==> config.mk <==
export PLATFORM = sky130hd
export DESIGN_NAME = perf_session_ctrl_flat
export DESIGN_NICKNAME = d
export VERILOG_FILES = /design/src/rtl/perf_session_ctrl_if.sv /design/src/rtl/perf_session_ctrl.sv /design/src/flat_wrapper.sv
export SDC_FILE = /design/constraint.sdc
export NUM_CORES = 1
export LEC_CHECK = 0
export CORE_MARGIN = 2
export CORE_UTILIZATION = 30
export CTS_CLUSTER_DIAMETER = 80
export CTS_CLUSTER_SIZE = 20
export DETAILED_ROUTE_END_ITERATION = 6
export GPL_ROUTABILITY_DRIVEN = 1
export GPL_TIMING_DRIVEN = 1
export SLEW_MARGIN = 30
export SYNTH_ARGS = -nofsm -noshare
export SYNTH_HDL_FRONTEND = slang
export SYNTH_SLANG_ARGS = --single-unit
==> constraint.sdc <==
create_clock -name clk -period 2.2 [get_ports clk]
set_input_delay 0.33 -clock clk [delete_from_list [all_inputs] [get_ports clk]]
set_output_delay 0.33 -clock clk [all_outputs]
set_load 0.03 [all_outputs]
==> src/rtl/perf_session_ctrl_if.sv <==
// Purpose: bundles the session controller's control, counter-select and readout signals.
// Latency: none, wiring only.
// Backpressure: out_valid/out_ready handshake on the readout word; the monitor side has no flow control.
interface perf_session_ctrl_if;
  logic        start;
  logic        stop;
  logic        halt_detect;
  logic        perf_enable;
  logic        cnt_clear;
  logic [3:0]  cnt_sel;
  logic [31:0] cnt_data;
  logic        out_valid;
  logic        out_ready;
  logic [3:0]  out_index;
  logic [31:0] out_data;
  logic        out_last;
  logic        busy;
  logic        done;

  // Controller side: drives the monitor controls and the readout word.
  modport master (
    input  start, stop, halt_detect, cnt_data, out_ready,
    output perf_enable, cnt_clear, cnt_sel, out_valid, out_index, out_data, out_last, busy, done
  );

  // Environment side: software requests, core status, monitor data and the readout sink.
  modport slave (
    output start, stop, halt_detect, cnt_data, out_ready,
    input  perf_enable, cnt_clear, cnt_sel, out_valid, out_index, out_data, out_last, busy, done
  );
endinterface

==> src/rtl/perf_session_ctrl.sv <==
// Purpose: runs one measurement session: clear counters, count until stop or sustained halt, read every counter out.
// Latency: start -> counting after 2 cycles; stop/halt end -> first word valid after 3 cycles; 2 cycles per word.
// Backpressure: a readout word is held stable in SEND until out_ready; the FSM waits there indefinitely.
module perf_session_ctrl #(
  parameter int NUM_CNT     = 9,
  parameter int HALT_CYCLES = 10
) (
  input logic                 clk,
  input logic                 rst,
  perf_session_ctrl_if.master bus
);

  typedef enum logic [2:0] {
    IDLE   = 3'd0,
    CLEAR  = 3'd1,
    RUN    = 3'd2,
    FREEZE = 3'd3,
    LOAD   = 3'd4,
    SEND   = 3'd5,
    DONE   = 3'd6
  } state_t;

  localparam logic [3:0] LAST_IDX  = 4'(NUM_CNT - 1);
  localparam logic [7:0] HALT_LAST = 8'(HALT_CYCLES - 1);

  state_t      state;
  logic [3:0]  index;
  logic [7:0]  halt_cnt;
  logic        perf_enable_q;
  logic        cnt_clear_q;
  logic        out_valid_q;
  logic [3:0]  out_index_q;
  logic [31:0] out_data_q;
  logic        out_last_q;
  logic        busy_q;
  logic        done_q;

  // The current cycle is the last of the required run of consecutive halt cycles.
  logic halt_end;
  assign halt_end = bus.halt_detect && (halt_cnt == HALT_LAST);

  assign bus.perf_enable = perf_enable_q;
  assign bus.cnt_clear   = cnt_clear_q;
  assign bus.cnt_sel     = index;
  assign bus.out_valid   = out_valid_q;
  assign bus.out_index   = out_index_q;
  assign bus.out_data    = out_data_q;
  assign bus.out_last    = out_last_q;
  assign bus.busy        = busy_q;
  assign bus.done        = done_q;

  // Session FSM; every output is registered and set on the transition into the state that owns it.
  always_ff @(posedge clk) begin
    if (rst) begin
      state         <= IDLE;
      index         <= 4'd0;
      halt_cnt      <= 8'd0;
      perf_enable_q <= 1'b0;
      cnt_clear_q   <= 1'b0;
      out_valid_q   <= 1'b0;
      out_index_q   <= 4'd0;
      out_data_q    <= 32'd0;
      out_last_q    <= 1'b0;
      busy_q        <= 1'b0;
      done_q        <= 1'b0;
    end else begin
      cnt_clear_q <= 1'b0;
      done_q      <= 1'b0;
      case (state)
        IDLE: begin
          if (bus.start) begin
            state       <= CLEAR;
            cnt_clear_q <= 1'b1;
            busy_q      <= 1'b1;
          end
        end
        CLEAR: begin
          // A fresh session always starts its halt run from zero.
          state         <= RUN;
          halt_cnt      <= 8'd0;
          perf_enable_q <= 1'b1;
        end
        RUN: begin
          if (!bus.halt_detect) begin
            halt_cnt <= 8'd0;
          end else if (halt_cnt != 8'hFF) begin
            halt_cnt <= halt_cnt + 8'd1;
          end
          if (bus.stop || halt_end) begin
            state         <= FREEZE;
            perf_enable_q <= 1'b0;
            index         <= 4'd0;
          end
        end
        FREEZE: begin
          // One settle cycle so the monitor's last increment lands before readout.
          state <= LOAD;
        end
        LOAD: begin
          state       <= SEND;
          out_data_q  <= bus.cnt_data;
          out_index_q <= index;
          out_last_q  <= (index == LAST_IDX);
          out_valid_q <= 1'b1;
        end
        SEND: begin
          if (bus.out_ready) begin
            out_valid_q <= 1'b0;
            out_last_q  <= 1'b0;
            if (index == LAST_IDX) begin
              state  <= DONE;
              index  <= 4'd0;
              done_q <= 1'b1;
            end else begin
              state <= LOAD;
              index <= index + 4'd1;
            end
          end
        end
        DONE: begin
          state  <= IDLE;
          busy_q <= 1'b0;
        end
        default: begin
          state <= IDLE;
        end
      endcase
    end
  end

endmodule
==> src/flat_wrapper.sv <==
// flat-port wrapper written by rule: the top's interface ports become plain ports
module perf_session_ctrl_flat 
#(
  parameter int NUM_CNT     = 9,
  parameter int HALT_CYCLES = 10
)
  (clk, rst, bus_start, bus_stop, bus_halt_detect, bus_cnt_data, bus_out_ready, bus_perf_enable, bus_cnt_clear, bus_cnt_sel, bus_out_valid, bus_out_index, bus_out_data, bus_out_last, bus_busy, bus_done);
  perf_session_ctrl_if bus_i ();
  input logic clk;
  input logic rst;
  input wire logic [$bits(bus_i.start)-1:0] bus_start;
  input wire logic [$bits(bus_i.stop)-1:0] bus_stop;
  input wire logic [$bits(bus_i.halt_detect)-1:0] bus_halt_detect;
  input wire logic [$bits(bus_i.cnt_data)-1:0] bus_cnt_data;
  input wire logic [$bits(bus_i.out_ready)-1:0] bus_out_ready;
  output wire logic [$bits(bus_i.perf_enable)-1:0] bus_perf_enable;
  output wire logic [$bits(bus_i.cnt_clear)-1:0] bus_cnt_clear;
  output wire logic [$bits(bus_i.cnt_sel)-1:0] bus_cnt_sel;
  output wire logic [$bits(bus_i.out_valid)-1:0] bus_out_valid;
  output wire logic [$bits(bus_i.out_index)-1:0] bus_out_index;
  output wire logic [$bits(bus_i.out_data)-1:0] bus_out_data;
  output wire logic [$bits(bus_i.out_last)-1:0] bus_out_last;
  output wire logic [$bits(bus_i.busy)-1:0] bus_busy;
  output wire logic [$bits(bus_i.done)-1:0] bus_done;
  assign bus_i.start = bus_start;
  assign bus_i.stop = bus_stop;
  assign bus_i.halt_detect = bus_halt_detect;
  assign bus_i.cnt_data = bus_cnt_data;
  assign bus_i.out_ready = bus_out_ready;
  assign bus_perf_enable = bus_i.perf_enable;
  assign bus_cnt_clear = bus_i.cnt_clear;
  assign bus_cnt_sel = bus_i.cnt_sel;
  assign bus_out_valid = bus_i.out_valid;
  assign bus_out_index = bus_i.out_index;
  assign bus_out_data = bus_i.out_data;
  assign bus_out_last = bus_i.out_last;
  assign bus_busy = bus_i.busy;
  assign bus_done = bus_i.done;
  perf_session_ctrl #(.NUM_CNT(NUM_CNT), .HALT_CYCLES(HALT_CYCLES)) u_core (.clk(clk), .rst(rst), .bus(bus_i));
endmodule
# Word-level counts from Yosys, hierarchy flattened
# Index checks and enable logic that the tools add are counted.
[totals] ff_bits=57 inputBits=38
[op_classes] addsub=2 n_eq_ne=13 muxes=21 bitwise=3 n_reduce_logical=15
[op_table] operator="$pmux 3 s6" count=1
[op_table] operator="$mux 8" count=2
[op_table] operator="$pmux 8 s2" count=1
[op_table] operator="$mux 4" count=3
[op_table] operator="$eq 3x3->1 const B" count=3
[op_table] operator="$mux 3" count=3
[op_table] operator="$add 8x1->8 const B" count=1
[op_table] operator="$eq 8x4->1 const B" count=1
[op_table] operator="$ne 8x8->1 const B" count=1
[op_table] operator="$pmux 1 s2" count=4
[op_table] operator="$pmux 4 s2" count=1
[op_table] operator="$reduce_and 2->1" count=4
[op_table] operator="$reduce_bool 2->1" count=4
[op_table] operator="$eq 3x2->1 const B" count=2
[op_table] operator="$reduce_and 3->1" count=2
[op_table] operator="$mux 1" count=5
[op_table] operator="$add 4x1->4 const B" count=1
[op_table] operator="$eq 4x4->1 const B" count=1
[op_table] operator="$ne 2x2->1 const B" count=2
[op_table] operator="$eq 3x1->1 const B" count=1
[op_table] operator="$logic_not 3->1" count=1
[op_table] operator="$ne 3x2->1 const B" count=1
[op_table] operator="$not 1->1" count=3
[op_table] operator="$reduce_or 3->1" count=1
[op_table] operator="other kinds (5)" count=5

# Longest topological paths before layout
[depth] depth_word=5 ltp_mapped=6 ltp_nobuf=6

# Worst setup path before layout
# No wires, ideal clock.
[synth_path] path_kind="reg-to-reg" startpoint="reg u_core.halt_cnt[0]" endpoint="reg u_core.halt_cnt[1]" setup_ns=0.121 t_arrival_ns=1.411 required_ns=2.079 slack_ns=0.667 path_stages_with_launch=6 n_path_buf=0 synth_period_minus_slack_ns=1.533 path_cell_list="dfxtp_1 > ha_1 > inv_1 > nor4_4 > nor2_2 > mux2_4"
[synth_between] elab_chain_len=4
[synth_rtl] item="start: declaration" line="perf_session_ctrl.sv:28" source="logic [7:0] halt_cnt;"
[synth_rtl] item="start signal: assignment" line="perf_session_ctrl.sv:87" source="halt_cnt <= halt_cnt + 8'd1;"
[synth_rtl] item="$add 8x1->8" line="perf_session_ctrl.sv:87"
[synth_rtl] item="$mux 8" line="perf_session_ctrl.sv:86" source="end else if (halt_cnt != 8'hFF) begin"
[synth_rtl] item="$mux 8" line="perf_session_ctrl.sv:84" source="if (!bus.halt_detect) begin"
[synth_rtl] item="$pmux 8 s2" line="perf_session_ctrl.sv:69" source="case (state)"
# Parallel ways exist; a longest one is shown, timed or not. The select of a mux whose other input is x is not followed.
# A chain may end at the register's enable or synchronous reset.

# Worst setup path after layout
[layout_path] startpoint="reg u_core.index[0] (netlist: u_core.bus.cnt_sel[0])" endpoint="out bus_cnt_sel[0]"
[layout_rtl] item="start: declaration" line="perf_session_ctrl.sv:27" source="logic [3:0] index;"
[layout_rtl] item="start signal: assignment" line="perf_session_ctrl.sv:116" source="index <= index + 4'd1;"
[layout_rtl] item="end: declaration" line="flat_wrapper.sv:18" source="output wire logic [$bits(bus_i.cnt_sel)-1:0] bus_cnt_sel;"
# No word-level cell between the ends.

==> results_dict.tcl <==
set metrics [dict create \
    period_needed_ns 1.84 \
    clkTransAtPathRegs_ns 0.07 \
    setup_tns_ns 0 \
    mostFrequentLayoutCell "clkdlybuf4s50_1" \
    drt-total-wl_um 6440 \
    synth_flop_cell "dfxtp_1" \
    critPathKind "flip-flop to output pin" \
    cts_tree "built" \
    first_pass_iters 4 \
    multi_input_area_um2 1130 \
    timing.final.crit_share_pct 83.7 \
    pwr_density_cell_nw_per_um2 709 \
    wl_per_cell_um 13.5 \
    drv_cap 0 \
    grt_max_degree 38 \
    hold_viol_final 0 \
    yosys-top-cells-area "dfxtp_1 48%, nand2_1 12%, a21oi_1 9.7%, ha_1 2.1%, nor2_1 2.1%" \
    ys_async_sr_fraction_pct 0 \
    fmax_ghz 0.543 \
    yosysTopAreaCell "dfxtp_1" \
    placed_area_um2 3310 \
    io_pins 84 \
    placedCellCount 460 \
    drtAntennaViolNets 0 \
    final_cell_area_um2 3550 \
    cts_buffers 9 \
    drive_gt1_share_pct 8.56 \
    swShare_pct 23.6 \
    slew_headroom_pct 65.9 \
    die_area_um2 8660 \
    syn-cell-area_um2 2380 \
    r2r_cells 4 \
    final_nets 411 \
    dp_hpwl_um 4380 \
    p_comb_share_pct 11.2 \
    rows 32 \
    hold_path.class "input port to flip-flop" \
    slowest_stage "clkdlybuf4s50_1" \
    num-fill-cells 766 \
    synth-simple-area-share_pct 25.9 \
    yosysUniqueCellTypes 47 \
    synth-compound-area-share_pct 18.3 \
    htreeDepth 3 \
    crit_fanout 6 \
    dieHeight_um 93.0 \
    hold_ws_ns 0.437 \
    cp-start-kind "flip-flop" \
    cpLargestDelayFamily "buffers and inverters" \
    cts.sinks 57 \
    synth_warnings 0 \
    die_width_um 93.0 \
    drt_iter0_drc 101 \
    drc_errors 0 \
    track_usage_pct 15.0 \
    crit_cells 1 \
    cp_cell_sequence "clkdlybuf4s50_1" \
    required_ns 1.87 \
    finClkSkew_ns 0.00570 \
    gp_congestion 0.841 \
    start_util_pct 30.9 \
    route.met3.wl_um 274 \
    post-route-util_pct 46.2 \
    outcome "complete, no violations" \
    ys_ff_latch 57 \
    worstPathArrival_ns 1.51 \
    grt.overflow.total 0 \
    seq_power_share_pct 42.7 \
    hold_path_depth 2 \
    clk_latency_ns 0.33 \
    synth_top_cell_area_share_pct 48.0 \
    setup_viol 0 \
    routed-via-count 2230 \
    p_clk_share_pct 46.1 \
    switchingPower_mw 0.592 \
    seqCellArea_um2 1140 \
    grt_pass1_vias 1979 \
    leakage_nw 1.20 \
    synthMuxAreaShare_pct 0.631 \
    worst_slew_pin_slew_ns 0.511 \
    critical_path_buf_inv_count 1 \
    intPower_mw 1.92 \
    synth_xor_area_share_pct 0.368 \
    cts_hold_buf 0 \
    cp-end-kind "output pin" \
    io_buffers 83 \
    syn_avg_cell_area_um2 8.29 \
    clockBufferDepth 2 \
    mostFrequentLayoutCells "82 x clkdlybuf4s50_1, 76 x nand2_1, 57 x dfxtp_1" \
    dr_wl_met2_um 3020 \
    ir_worst_vdd_mv 0.309 \
    finalMaxSlewViolations 0 \
    core_um2 7690 \
    rsz0062_at_grt "false" \
    ys_seq_area_share_pct 48.0 \
    drt-met1-wl_um 2980 \
    area_growth_pct 49.2 \
    synth_top_family_by_area "simple AND/OR/NAND/NOR gates" \
    post_cts.repair.setup_buffers 0 \
    max_stage_delay_ns 0.74 \
    antenna_cells 0 \
    finalNonFillerCells 476 \
    avgViaCountPerCell 4.68 \
    yosys.area_share.adder_pct 2.10 \
    netlist_instances 287 \
    clock-root-buffer "clkbuf_8" \
    cts_resized 0 \
    grt_pass1_wl_um 10200 \
    synth_edf_count 0 \
    antenna_found_initial 0 \
    top_layer "met4" \
    syn-num-nets 329 \
]
## metrics by stage
stage          power (mW)  setup slack [ns]
4_1_cts              2.54             0.341
3_3_place_gp         1.38             0.253
2_1_floorplan        1.24             0.667
5_1_grt              2.63             0.289
6_report             2.52             0.360
3_5_place_dp         1.38             0.188
## sequential cells by signal, indices dropped and copies added, names as in the netlist, 3 cells and up
register              count
u_core.bus.cnt_sel        4
u_core.halt_cnt           8
u_core.bus.out_data      32
u_core.state              3
u_core.bus.out_index      4
## power by group through the flow
stage               sequential [mW]  clock, mW  combinational (mW)
floorplan                      1.13          0               0.118
global placement               1.10          0               0.281
detailed placement             1.10          0               0.281
CTS                            1.08       1.18               0.282
global route                   1.08       1.25               0.303
finish                         1.08       1.16               0.282
## area by class of cell
class | count | share of cell area, %
multi-input cells | 205 | 31.9
repair buffers | 89 | 24.9
clock buffers | 12 | 4.65
clock inverters | 4 | 2.08
inverters | 7 | 0.740
flip-flops and latches | 57 | 32.1
well taps | 102 | 3.60
## final timing paths
| check | slack, ns | endpoint | from |
|---|---|---|---|
| worst max-delay path | 0.36 | bus_cnt_sel[0] | u_core.bus.cnt_sel[0] |
| worst min register to register | 0.45 | u_core.bus.out_data[5] | u_core.bus.out_data[5] |
| worst min-delay path | 0.44 | u_core.state[0] | rst |
| worst max register to register | 0.45 | u_core.bus.out_index[2] | u_core.state[2] |
## routing by layer
layer  vias up  global-route usage, %
li1       1150                      -
met1      1003                   19.9
met2        62                   23.1
met3        15                   3.30
met4         0                   7.35
met5         -                      0
## cell families after synthesis
kind of cell             Yosys count
AO/OA/AOI/OAI                     73
XOR/XNOR                           1
adder cells (fa/ha/maj)            4
buffers and inverters             25
flip-flops                        57
multiplexers                       1
AND/OR/NAND/NOR                  126
## cells in the mapped netlist, types with 3 or more instances
library cell  count
nand3_1           4
a21oi_1          46
nor2b_1           3
nand3b_1          3
buf_2             8
inv_1             7
a31oi_1           4
dfxtp_1          57
ha_1              4
a41oi_1           3
a211oi_1          3
clkbuf_1          7
nor2_1           13
nand2_1          76
nor3_1            6
nand2b_1          3
o21ai_0           4
and2_1            3
Power figures use the tool's default switching activity.
